File: src/rtl/fixed_point_addsub_acc_pkg.sv
// Shared types and constants for the fixed-point add/sub/accumulate unit.
//   fxp_op_e     : operation select encoding (ADD, SUB, ACC, LOAD)
//   fxp_max()    : most-positive two's-complement bit pattern of a given width
//   fxp_min()    : most-negative two's-complement bit pattern of a given width
package fixed_point_addsub_acc_pkg;

    typedef enum logic [1:0] {
        OpAdd  = 2'd0,
        OpSub  = 2'd1,
        OpAcc  = 2'd2,
        OpLoad = 2'd3
    } fxp_op_e;

    // Constant functions return a wide vector; callers keep the low w bits.
    localparam int unsigned FxpMaxWidth = 64;

    function automatic logic [FxpMaxWidth-1:0] fxp_max(input int unsigned w);
        return (64'd1 << (w - 1)) - 64'd1;
    endfunction

    function automatic logic [FxpMaxWidth-1:0] fxp_min(input int unsigned w);
        return 64'd1 << (w - 1);
    endfunction

endpackage

File: src/rtl/fixed_point_sat.sv
// Combinational reduction of a W+1 bit exact two's-complement sum to W bits.
//   sum      : exact sum, sign-extended by one bit
//   result   : clamped (SATURATE=1) or wrapped (SATURATE=0) W-bit value
//   overflow : exact sum does not fit in W bits
module fixed_point_sat
    import fixed_point_addsub_acc_pkg::*;
#(
    parameter int unsigned W        = 32,
    parameter bit          SATURATE = 1'b1
) (
    input  logic [W:0]   sum,
    output logic [W-1:0] result,
    output logic         overflow
);

    localparam logic [FxpMaxWidth-1:0] MaxFull = fxp_max(W);
    localparam logic [FxpMaxWidth-1:0] MinFull = fxp_min(W);
    localparam logic [W-1:0]           MaxVal  = MaxFull[W-1:0];
    localparam logic [W-1:0]           MinVal  = MinFull[W-1:0];

    always_comb begin
        // The guard bit disagrees with the W-bit sign only when the value is out of range.
        overflow = sum[W] ^ sum[W-1];
        result   = sum[W-1:0];
        if (SATURATE && overflow) begin
            result = sum[W] ? MinVal : MaxVal;
        end
    end

endmodule

File: src/rtl/fixed_point_addsub_acc.sv
// Two-stage pipelined fixed-point add/subtract/accumulate unit, signed Q(INT_BITS).(FRAC_BITS).
//   clk, rst_n          : clock (rising edge), asynchronous active-low reset
//   in_valid/in_ready   : input handshake; in_op, in_a, in_b sampled on accept
//   in_op               : 0 ADD (a+b), 1 SUB (a-b), 2 ACC (acc+a), 3 LOAD (a)
//   out_valid/out_ready : output handshake; out_result, out_overflow held while stalled
//   sticky_ovf          : set by any overflowing result, cleared by clr_sticky (set wins)
module fixed_point_addsub_acc
    import fixed_point_addsub_acc_pkg::*;
#(
    parameter int unsigned INT_BITS  = 16,
    parameter int unsigned FRAC_BITS = 16,
    parameter bit          SATURATE  = 1'b1,
    localparam int unsigned W        = INT_BITS + FRAC_BITS
) (
    input  logic         clk,
    input  logic         rst_n,
    input  logic         in_valid,
    output logic         in_ready,
    input  logic [1:0]   in_op,
    input  logic [W-1:0] in_a,
    input  logic [W-1:0] in_b,
    output logic         out_valid,
    input  logic         out_ready,
    output logic [W-1:0] out_result,
    output logic         out_overflow,
    output logic         sticky_ovf,
    input  logic         clr_sticky
);

    fxp_op_e      op;
    logic [W:0]   a_ext, b_ext, acc_ext, exact_sum;
    logic [W-1:0] acc_reduced;
    logic         acc_ovf_unused;
    logic [W-1:0] s2_result;
    logic         s2_ovf;

    logic         s2_adv, s1_adv, in_fire, acc_we;

    logic         s1_valid_q, s1_valid_d;
    logic [W:0]   s1_sum_q, s1_sum_d;
    logic         out_valid_q, out_valid_d;
    logic [W-1:0] out_result_q, out_result_d;
    logic         out_ovf_q, out_ovf_d;
    logic         sticky_q, sticky_d;
    logic [W-1:0] acc_q, acc_d;

    assign op = fxp_op_e'(in_op);

    // Exact sum at W+1 bits so overflow can be detected from the top two bits.
    always_comb begin
        a_ext   = {in_a[W-1], in_a};
        b_ext   = {in_b[W-1], in_b};
        acc_ext = {acc_q[W-1], acc_q};
        case (op)
            OpAdd:   exact_sum = a_ext + b_ext;
            OpSub:   exact_sum = a_ext - b_ext;
            OpAcc:   exact_sum = acc_ext + a_ext;
            OpLoad:  exact_sum = a_ext;
            default: exact_sum = a_ext;
        endcase
    end

    // The accumulator is updated at accept time so back-to-back ACC beats chain without bubbles.
    fixed_point_sat #(
        .W        (W),
        .SATURATE (SATURATE)
    ) u_acc_sat (
        .sum      (exact_sum),
        .result   (acc_reduced),
        .overflow (acc_ovf_unused)
    );

    fixed_point_sat #(
        .W        (W),
        .SATURATE (SATURATE)
    ) u_s2_sat (
        .sum      (s1_sum_q),
        .result   (s2_result),
        .overflow (s2_ovf)
    );

    // Handshake: in_ready is combinational from out_ready, there is no skid buffer.
    assign s2_adv   = ~out_valid_q | out_ready;
    assign s1_adv   = s1_valid_q & s2_adv;
    assign in_ready = ~s1_valid_q | s2_adv;
    assign in_fire  = in_valid & in_ready;
    assign acc_we   = in_fire & ((op == OpAcc) | (op == OpLoad));

    always_comb begin
        s1_valid_d   = s1_valid_q;
        s1_sum_d     = s1_sum_q;
        out_valid_d  = out_valid_q;
        out_result_d = out_result_q;
        out_ovf_d    = out_ovf_q;
        sticky_d     = sticky_q;
        acc_d        = acc_q;

        if (in_fire) begin
            s1_valid_d = 1'b1;
            s1_sum_d   = exact_sum;
        end else if (s1_adv) begin
            s1_valid_d = 1'b0;
        end

        if (s1_adv) begin
            out_valid_d  = 1'b1;
            out_result_d = s2_result;
            out_ovf_d    = s2_ovf;
        end else if (out_ready) begin
            out_valid_d = 1'b0;
        end

        // A new overflow on the same edge as a clear keeps the flag set.
        if (s1_adv && s2_ovf) begin
            sticky_d = 1'b1;
        end else if (clr_sticky) begin
            sticky_d = 1'b0;
        end

        if (acc_we) begin
            acc_d = acc_reduced;
        end
    end

    always_ff @(posedge clk or negedge rst_n) begin
        if (!rst_n) begin
            s1_valid_q   <= 1'b0;
            s1_sum_q     <= '0;
            out_valid_q  <= 1'b0;
            out_result_q <= '0;
            out_ovf_q    <= 1'b0;
            sticky_q     <= 1'b0;
            acc_q        <= '0;
        end else begin
            s1_valid_q   <= s1_valid_d;
            s1_sum_q     <= s1_sum_d;
            out_valid_q  <= out_valid_d;
            out_result_q <= out_result_d;
            out_ovf_q    <= out_ovf_d;
            sticky_q     <= sticky_d;
            acc_q        <= acc_d;
        end
    end

    assign out_valid    = out_valid_q;
    assign out_result   = out_result_q;
    assign out_overflow = out_ovf_q;
    assign sticky_ovf   = sticky_q;

endmodule

File: config.mk
export PLATFORM = sky130hd
export DESIGN_NAME = fixed_point_addsub_acc
export DESIGN_NICKNAME = d
export VERILOG_FILES = /design/src/rtl/fixed_point_addsub_acc_pkg.sv /design/src/rtl/fixed_point_sat.sv /design/src/rtl/fixed_point_addsub_acc.sv
export SDC_FILE = /design/constraint.sdc
export NUM_CORES = 1
export LEC_CHECK = 0
export ABC_AREA = 1
export CAP_MARGIN = 20
export CORE_ASPECT_RATIO = 1.5
export CORE_MARGIN = 1
export CORE_UTILIZATION = 51
export DETAILED_ROUTE_END_ITERATION = 7
export GPL_TIMING_DRIVEN = 0
export PLACE_DENSITY = 0.78
export RECOVER_POWER = 50
export SYNTH_ARGS = -nofsm -noshare
export SYNTH_HDL_FRONTEND = slang
export SYNTH_SLANG_ARGS = --single-unit
export TNS_END_PERCENT = 10
File: constraint.sdc
create_clock -name clk -period 2.8 [get_ports clk]
set_input_delay 0.42 -clock clk [delete_from_list [all_inputs] [get_ports clk]]
set_output_delay 0.42 -clock clk [all_outputs]
set_load 0.005 [all_outputs]
==> results of run 1 <==
final cells by class:
cell class                 count  share of cell area
sequential                   101               0.229
inverter                     117              0.0415
timing repair buffer         176               0.147
clock buffer                   9              0.0204
buffer                        53              0.0293
clock inverter                 7             0.00736
multi-input combinational    934               0.503
tap                          199              0.0225
through the flow:
step | hold WS [ps] | setup TNS, ps | instances | setup WS (ps)
floorplan | 124 | -19440 | 1208 | -564
global placement | 458 | -349420 | 1513 | -2330
detailed placement | 441 | -117690 | 1514 | -2370
CTS | 68.5 | -30960 | 1579 | -774
global route | 500 | -66610 | 1596 | -1130
finish | 482 | -36850 | 1596 | -921
report_power, final:
part / internal (mW) / switching, mW / total, mW
sequential: 2.03 / 0.336 / 2.36
combinational: 1.70 / 2.10 / 3.81
clock: 0.706 / 0.571 / 1.28
worst register-to-register path: cells and delay by family (launching register included):
family,cells,cell delay [ps]
AND/OR/NAND/NOR,15,1470
adder cells (fa/ha/maj),2,550
flip-flops,1,370
buffers and inverters,6,560
sequential cells by signal, summed over array words and instances (netlist names):
register / flops
out_result: 32
out_overflow: 1
out_valid: 1
acc_q: 32
s1_valid_q: 1
s1_sum_q: 33
sticky_ovf: 1
Yosys cell counts (4+ instances only):
cell | count | area [um^2]
nand2_1 | 342 | 1280
nor2_1 | 127 | 477
nand3_1 | 123 | 616
dfrtp_1 | 101 | 2530
inv_1 | 99 | 372
a21oi_1 | 75 | 375
a31oi_1 | 49 | 307
o21ai_0 | 43 | 215
clkbuf_1 | 40 | 150
ha_1 | 39 | 488
a22oi_1 | 29 | 218
inv_2 | 18 | 67.6
nand2_2 | 12 | 75.1
nor3_1 | 12 | 60.1
or2_2 | 12 | 75.1
nand3_2 | 11 | 110
nand4_1 | 10 | 62.6
buf_1 | 9 | 33.8
nor2_2 | 7 | 43.8
o21bai_1 | 6 | 45.0
xnor2_1 | 6 | 52.6
a21o_1 | 5 | 37.5
nand3b_1 | 4 | 30.0
o211ai_1 | 4 | 30.0
o21ai_1 | 4 | 20.0
how the worst max path moves through the flow:
stage                   from                    end  slack, ps
finish               in_b[2]  acc_q[18]$_DFFE_PN0P_       -920
global route         in_b[2]   acc_q[5]$_DFFE_PN0P_      -1130
CTS                  in_b[8]   acc_q[4]$_DFFE_PN0P_       -770
detailed placement  in_op[0]  acc_q[30]$_DFFE_PN0P_      -2370
global placement    in_op[0]  acc_q[30]$_DFFE_PN0P_      -2330
floorplan            in_b[1]  acc_q[19]$_DFFE_PN0P_       -560
layout by cell type, fill, tap and decap left out, drive strengths merged, types with 6 or more instances in the layout:
cell type,n
nand2,354
nor2,134
nand3,134
inv,120
dfrtp,101
buf,88
clkdlybuf4s50,78
a21oi,76
clkbuf,54
a31oi,49
o21ai,47
ha,39
a22oi,29
or2,13
nor3,13
nand4,10
dlygate4sd2,10
xnor2,6
o21bai,6
cells by family (layout without fill, tap and decap cells):
kind of cell / Yosys count / count (layout) / synth area share
AND/OR/NAND/NOR: 665 / 665 / 0.360
AO/OA/AOI/OAI: 220 / 220 / 0.162
buffers and inverters: 173 / 362 / 0.0863
flip-flops: 101 / 101 / 0.318
adder cells (fa/ha/maj): 40 / 40 / 0.0638
XOR/XNOR: 9 / 9 / 0.00991
what timing repair did:
action,in CTS,in global routing
setup endpoints to repair,64,61
buffers inserted,51,16
pin swaps,55,47
resized for setup,211,83
cloned,1,1
hold buffers,0,0
layer usage:
layer | vias up | GRT usage | part of all wire
met5 | - | 0 | 0
met4 | 0 | 0.224 | 0.064
met3 | 101 | 0.0302 | 0.054
met2 | 424 | 0.652 | 0.51
met1 | 4395 | 0.407 | 0.37
li1 | 4380 | - | -
==> flow_summary.yaml, run 1 <==
place:
  dpl-instance-area_mm2: 0.00944
  port_buffers: 106
  post-dp-hpwl_mm: 22.6
  gp_routability_congestion: 0.993
setup_path:
  r2r_end: "acc_q[18]$_DFFE_PN0P_"
  crit_required_ps: 3030
  critPathKind: "in2reg"
  crit_family: "simple AND/OR/NAND/NOR gates"
  rr_startpoint: "acc_q[0]$_DFFE_PN0P_"
  r2r_slack_ps: -270
  max_stage_delay_ps: 360
  reg2reg_depth: 23
  path_depth: 30
  worstPathMaxFanout: 5
  crit_buf_inv: 5
  crit_top_cell: "nand2_2"
  cp-start-kind: "input pin"
  critPathArrivalTime_ps: 3950
  crit_path_top_delay_cell: "ha_2"
  crit_path_end_kind: "flip-flop"
sta:
  timing.final.crit_share: 1.33
  finalSetupViolations: 56
  grt_setup_unrepaired: "yes"
  drv_slew: 42
  finalHoldViolations: 0
  skew_ps: 7.92
  timing.fmax_mhz: 269
  setup_ws_ps: -921
  slew_headroom: -0.393
  period_needed_ps: 3720
  tightest_slew_ps: 2090
floorplanning:
  chipHeight_um: 155
  dieArea_mm2: 0.0161
  rows: 55
  die_width_um: 104
  initial_utilization: 0.526
  num_io_pins: 107
  coreArea_mm2: 0.0151
cts:
  clk_path_buf_depth: 2
  root_buffer: "clkbuf_16"
  h-tree-depth: 3
  cts_tree: "built"
  cts_buffers: 9
  clk_latency_ps: 340
  cts_sinks: 101
  path_clk_slew_ps: 70
layout:
  nNetsFinal: 1503
  fill_cells: 1268
  design_area_mm2: 0.0111
  seq_area_mm2: 0.00253
  multi_input_area_mm2: 0.00556
  diodes: 0
  area_growth_pct: 38.9
  drive_gt1_frac: 0.249
  fin_util: 0.730
global_routing:
  grt_pass1_wl_mm: 45.1
  grt_pass1_vias: 9103
  globalRoute.totalOverflow: 0
  grt_use_total: 0.359
  antenna_found_initial: 0
  grt_max_degree: 62
pwr:
  power.leakage_nw: 5.19
  finalPower_mw: 7.44
  ir_worst_vdd_uv: 530
  power_density_mw_per_mm2: 673
hold_path:
  hold_end: "s1_sum_q[3]$_DFFE_PN0P_"
  holdPathStages: 2
  min-delay-start: "s1_sum_q[3]$_DFFE_PN0P_"
  min_path_type: "reg2reg"
routing:
  drc_errors: 0
  vias: 9300
  wl_mm: 29.1
  wl_per_cell_um: 18.2
  viasPerCell: 5.83
  first_iter_violations: 672
  drt_first_pass_iters: 6
  ant_nets: 0
synthesis:
  avgSynthCellArea_um2: 6.59
  ys_seq_area_frac: 0.318
  netlist_area_mm2: 0.00796
  synth_cell_types: 39
  yosysWarnings: 0
  syn_nets: 1319
  synth_ff_type: "dfrtp_1"
  netlist_instances: 1208
  ys_ff_latch: 101
  synth_edf_count: 0
  ys_async_sr_fraction: 1.00
flow_run:
  cap_violations: 1
status:
  violations: "capacitance limit, slew limit, setup timing"
  status: "finished with violations"
(Power assumes the default switching activity.)
==> run 2: changes to the inputs <==
- CORE_MARGIN: 1 -> 2
- CORE_UTILIZATION: 51 -> 52
- SYNTH_HIERARCHICAL: not set -> 1
==> flow_summary.yaml, run 2 <==
layout:
  diodes: 0
  fill_cells: 1342
  drive_gt1_frac: 0.278
  largest_reg_flops: 33
  fin_util: 0.732
  final_common_cell: "nand2_1"
  design_area_mm2: 0.0119
  layout.cells.non_filler: 1678
  top_register: "s1_sum_q"
  area_growth_pct: 37.5
  layout_common_cells: "392 x nand2_1, 101 x dfrtp_1, 76 x clkdlybuf4s50_1"
  nNetsFinal: 1579
pwr:
  p_comb_frac: 0.570
  seqPwrFrac: 0.275
  p_sw_frac: 0.405
  power_density_mw_per_mm2: 746
  power.leakage_nw: 5.64
  ir_worst_vdd_uv: 749
  power_frac_clock: 0.155
  internal_power_mw: 5.28
  p_switching_mw: 3.60
synthesis:
  syn_nets: 1382
  yosysWarnings: 6
  netlist_area_mm2: 0.00866
  avgSynthCellArea_um2: 6.82
  netlist_instances: 1270
place:
  port_buffers: 106
  dp_cells: 1583
  gp_routability_congestion: 0.975
  dpl-instance-area_mm2: 0.0101
  post-dp-hpwl_mm: 23.1
floorplanning:
  dieArea_mm2: 0.0177
  chipHeight_um: 162
  initial_utilization: 0.533
  rows: 57
  coreArea_mm2: 0.0163
  die_width_um: 109
  num_io_pins: 107
global_routing:
  grt_use_total: 0.342
  grt_max_degree: 64
  grt_pass1_vias: 9252
  grt_pass1_wl_mm: 46.7
  globalRoute.totalOverflow: 0
  antenna_found_initial: 0
status:
  status: "finished with violations"
  violations: "capacitance limit, slew limit, setup timing"
setup_path:
  crit_required_ps: 3040
  r2r_slack_ps: -740
  critPathArrivalTime_ps: 4200
  max_stage_delay_ps: 280
  crit_path_end_kind: "flip-flop"
  worstPathMaxFanout: 8
  cp-start-kind: "input pin"
  crit_path_top_delay_cell: "mux2_2"
  critPathKind: "in2reg"
sta:
  finalSetupViolations: 58
  grt_setup_unrepaired: "yes"
  finalHoldViolations: 0
  timing.fmax_mhz: 252
  period_needed_ps: 3970
  tightest_slew_ps: 2040
  slew_headroom: -0.361
  drv_slew: 40
  skew_ps: 8.52
  timing.final.crit_share: 1.42
  setup_ws_ps: -1170
routing:
  viasPerCell: 5.68
  drt_first_pass_iters: 6
  ant_nets: 0
  wl_mm: 31.2
  wl_met3_mm: 1.65
  wl_per_cell_um: 18.6
  met2_length_mm: 15.8
  maxUsedRoutingLayer: "met4"
  met1_length_mm: 12.0
  vias: 9525
  first_iter_violations: 771
  drc_errors: 0
hold_path:
  min_path_type: "reg2reg"
cts:
  path_clk_slew_ps: 80
  cts_sinks: 101
  clk_latency_ps: 350
  cts_buffers: 9
  clk_path_buf_depth: 2
  cts_tree: "built"
  h-tree-depth: 3
  root_buffer: "clkbuf_16"
  hold_buffers: 0
flow_run:
  cap_violations: 1
## run 2: path summary, 6_finish.rpt
path / from / endpoint / depth (start not counted)
min: out_result[7]$_DFFE_PN0P_ / out_result[7]$_DFFE_PN0P_ / 2
min in group asynchronous: rst_n / out_result[8]$_DFFE_PN0P_ / 1
min reg2reg: out_result[7]$_DFFE_PN0P_ / out_result[7]$_DFFE_PN0P_ / 2
max in group asynchronous: rst_n / s1_sum_q[26]$_DFFE_PN0P_ / 2
max: in_b[7] / acc_q[18]$_DFFE_PN0P_ / 29
max reg2reg: acc_q[1]$_DFFE_PN0P_ / acc_q[18]$_DFFE_PN0P_ / 22
## run 2: power by group through the flow
stage / combinational (mW) / clock (mW) / sequential, mW
5_1_grt: 5.52 / 1.43 / 2.51
2_1_floorplan: 2.71 / 0 / 2.37
3_5_place_dp: 4.08 / 0 / 2.43
4_1_cts: 4.59 / 1.36 / 2.42
6_report: 5.07 / 1.37 / 2.44
3_3_place_gp: 4.02 / 0 / 2.41
## run 2: through the flow
stage | hold WS [ps] | setup slack (ps) | TNS [ps] | power (mW)
2_1_floorplan | 124 | -983 | -31140 | 5.08
3_3_place_gp | 462 | -2290 | -336470 | 6.43
3_5_place_dp | 434 | -2340 | -111600 | 6.51
4_1_cts | 54.5 | -1060 | -38520 | 8.38
5_1_grt | 503 | -1380 | -69760 | 9.46
6_report | 480 | -1170 | -42170 | 8.88
## run 2: area by class of cell
| type | instances | area [um^2] | share of cell area |
|---|---|---|---|
| plain buffers | 56 | 478 | 0.0401 |
| clock buffers | 9 | 225 | 0.0189 |
| clock inverters | 7 | 98.8 | 0.00830 |
| inverters | 103 | 429 | 0.0360 |
| multi-input cells | 1010 | 6160 | 0.518 |
| flip-flops and latches | 101 | 2530 | 0.212 |
| well taps | 206 | 258 | 0.0216 |
| repair buffers | 186 | 1730 | 0.145 |
## run 2: worst max-delay path, delay by kind of cell
kind | cells | cell delay [ps]
AOI/OAI and AO/OA | 6 | 830
muxes | 1 | 280
buffers and inverters | 6 | 700
adders and majority gates | 2 | 480
and+or+nand+nor | 14 | 1460
## run 2: repair_timing
| action | in CTS | in global routing |
|---|---|---|
| cloned | 4 | 3 |
| gates resized for setup | 191 | 105 |
| pin swaps | 64 | 59 |
| setup buffers | 52 | 20 |
| endpoints found under the setup margin | 64 | 62 |
## run 2: metal layers
layer	vias up	global-route usage
li1	4591	-
met1	4404	0.412
met2	411	0.607
met3	119	0.0305
met4	0	0.156
met5	-	0
==> run 3: changes to the inputs <==
- GPL_TIMING_DRIVEN: 0 -> not set
==> flow_summary.yaml, run 3 (synthesis gave the netlist of run 2 again) <==
place:
  dp_slack_ps: -1980
  dpl-instance-area_mm2: 0.0120
  port_buffers: 106
  dp_cells: 1822
  gp_routability_congestion: 0.986
  post-dp-hpwl_mm: 23.7
layout:
  design_area_mm2: 0.0136
  top_register: "s1_sum_q"
  area_growth_pct: 57.6
  largest_reg_flops: 33
  fill_cells: 993
  nNetsFinal: 1785
  multi_input_area_mm2: 0.00632
  drive_gt1_frac: 0.403
  diodes: 0
  layout.cells.non_filler: 1884
  layout_common_cells: "385 x nand2_1, 321 x buf_4, 101 x dfrtp_1"
  seq_area_mm2: 0.00253
  final_common_cell: "nand2_1"
  fin_util: 0.839
sta:
  setup_ws_ps: -1200
  drv_slew: 0
  grt_setup_unrepaired: "yes"
  timing.final.crit_share: 1.43
  skew_ps: 9.54
  hold_ws_ps: 352
  tightest_slew_ps: 1300
  slew_headroom: 0.133
  finalSetupViolations: 60
  timing.fmax_mhz: 250
  finalHoldViolations: 0
  period_needed_ps: 4000
cts:
  clk_path_buf_depth: 2
  path_clk_slew_ps: 70
  clk_latency_ps: 350
  root_buffer: "clkbuf_16"
  cts_sinks: 101
  cts_buffers: 9
  cts_tree: "built"
  h-tree-depth: 3
  hold_buffers: 0
global_routing:
  grt_use_total: 0.381
  globalRoute.totalOverflow: 0
  grt_pass1_vias: 10500
  antenna_found_initial: 0
  grt_pass1_wl_mm: 52.6
  grt_max_degree: 64
status:
  violations: "setup timing"
  status: "finished with violations"
setup_path:
  critPathArrivalTime_ps: 4220
  critPathKind: "in2reg"
  crit_path_end_kind: "flip-flop"
  cp-start-kind: "input pin"
  max_stage_delay_ps: 330
  r2r_slack_ps: -710
  worstPathMaxFanout: 22
  crit_required_ps: 3020
  crit_top_cell: "nand2_2"
  crit_path_top_delay_cell: "ha_4"
floorplanning:
  num_io_pins: 107
  initial_utilization: 0.533
  coreArea_mm2: 0.0163
  die_width_um: 109
  rows: 57
  chipHeight_um: 162
  dieArea_mm2: 0.0177
pwr:
  power.leakage_nw: 6.72
  power_density_mw_per_mm2: 707
  ir_worst_vdd_uv: 689
routing:
  vias: 10900
  wl_mm: 35.1
  drt_first_pass_iters: 5
  wl_per_cell_um: 18.6
  viasPerCell: 5.77
  drc_errors: 0
  first_iter_violations: 1098
  ant_nets: 0
flow_run:
  cap_violations: 0
hold_path:
  min_path_type: "in2async"
-- run 3: through the flow --
step	total power, mW	setup TNS, ps
4_1_cts	9.10	-43870
3_3_place_gp	6.96	-93680
6_report	9.64	-46830
2_1_floorplan	5.08	-31140
3_5_place_dp	7.15	-97370
5_1_grt	10.1	-57540
-- run 3: power breakdown --
group	switching, mW	total [mW]	internal, mW
combinational	2.95	5.85	2.90
clock	0.568	1.31	0.743
sequential	0.419	2.49	2.07
total	3.93	9.64	5.71
-- run 3: layout make-up --
| class | count | area share |
|---|---|---|
| clock inverters | 5 | 0.00431 |
| inverters | 103 | 0.0314 |
| flip-flops and latches | 101 | 0.185 |
| multi-input cells | 1010 | 0.463 |
| well taps | 206 | 0.0189 |
| repair buffers | 448 | 0.279 |
| clock buffers | 11 | 0.0185 |
-- run 3: critical path: cells and delay by family --
kind,cells,cell delay (ps)
AO/OA/AOI/OAI,5,760
multiplexers,1,300
buffers and inverters,5,500
AND/OR/NAND/NOR,15,1490
adder cells (fa/ha/maj),3,720
-- run 3: final timing paths --
kind,from,end,cells past startpoint
max in group asynchronous,rst_n,s1_sum_q[25]$_DFFE_PN0P_,2
max reg2reg,acc_q[0]$_DFFE_PN0P_,acc_q[18]$_DFFE_PN0P_,22
min reg2reg,out_result[5]$_DFFE_PN0P_,out_result[5]$_DFFE_PN0P_,2
min,rst_n,out_result[5]$_DFFE_PN0P_,1
max,in_b[0],acc_q[18]$_DFFE_PN0P_,29
min in group clk,out_result[5]$_DFFE_PN0P_,out_result[5]$_DFFE_PN0P_,2
-- run 3: metal layers --
layer | up-vias | track usage | part of all wire
met5 | - | 0 | 0
met4 | 0 | 0.169 | 0.060
met3 | 188 | 0.0373 | 0.066
met2 | 595 | 0.650 | 0.49
met1 | 5101 | 0.481 | 0.39
li1 | 4994 | - | -
-- run 3: repair_timing --
| item | in CTS | in global routing |
|---|---|---|
| resized for setup | 161 | 159 |
| pin swaps | 65 | 80 |
| setup buffers | 29 | 15 |
| endpoints found under the setup margin | 64 | 62 |
| gates cloned | 5 | 0 |
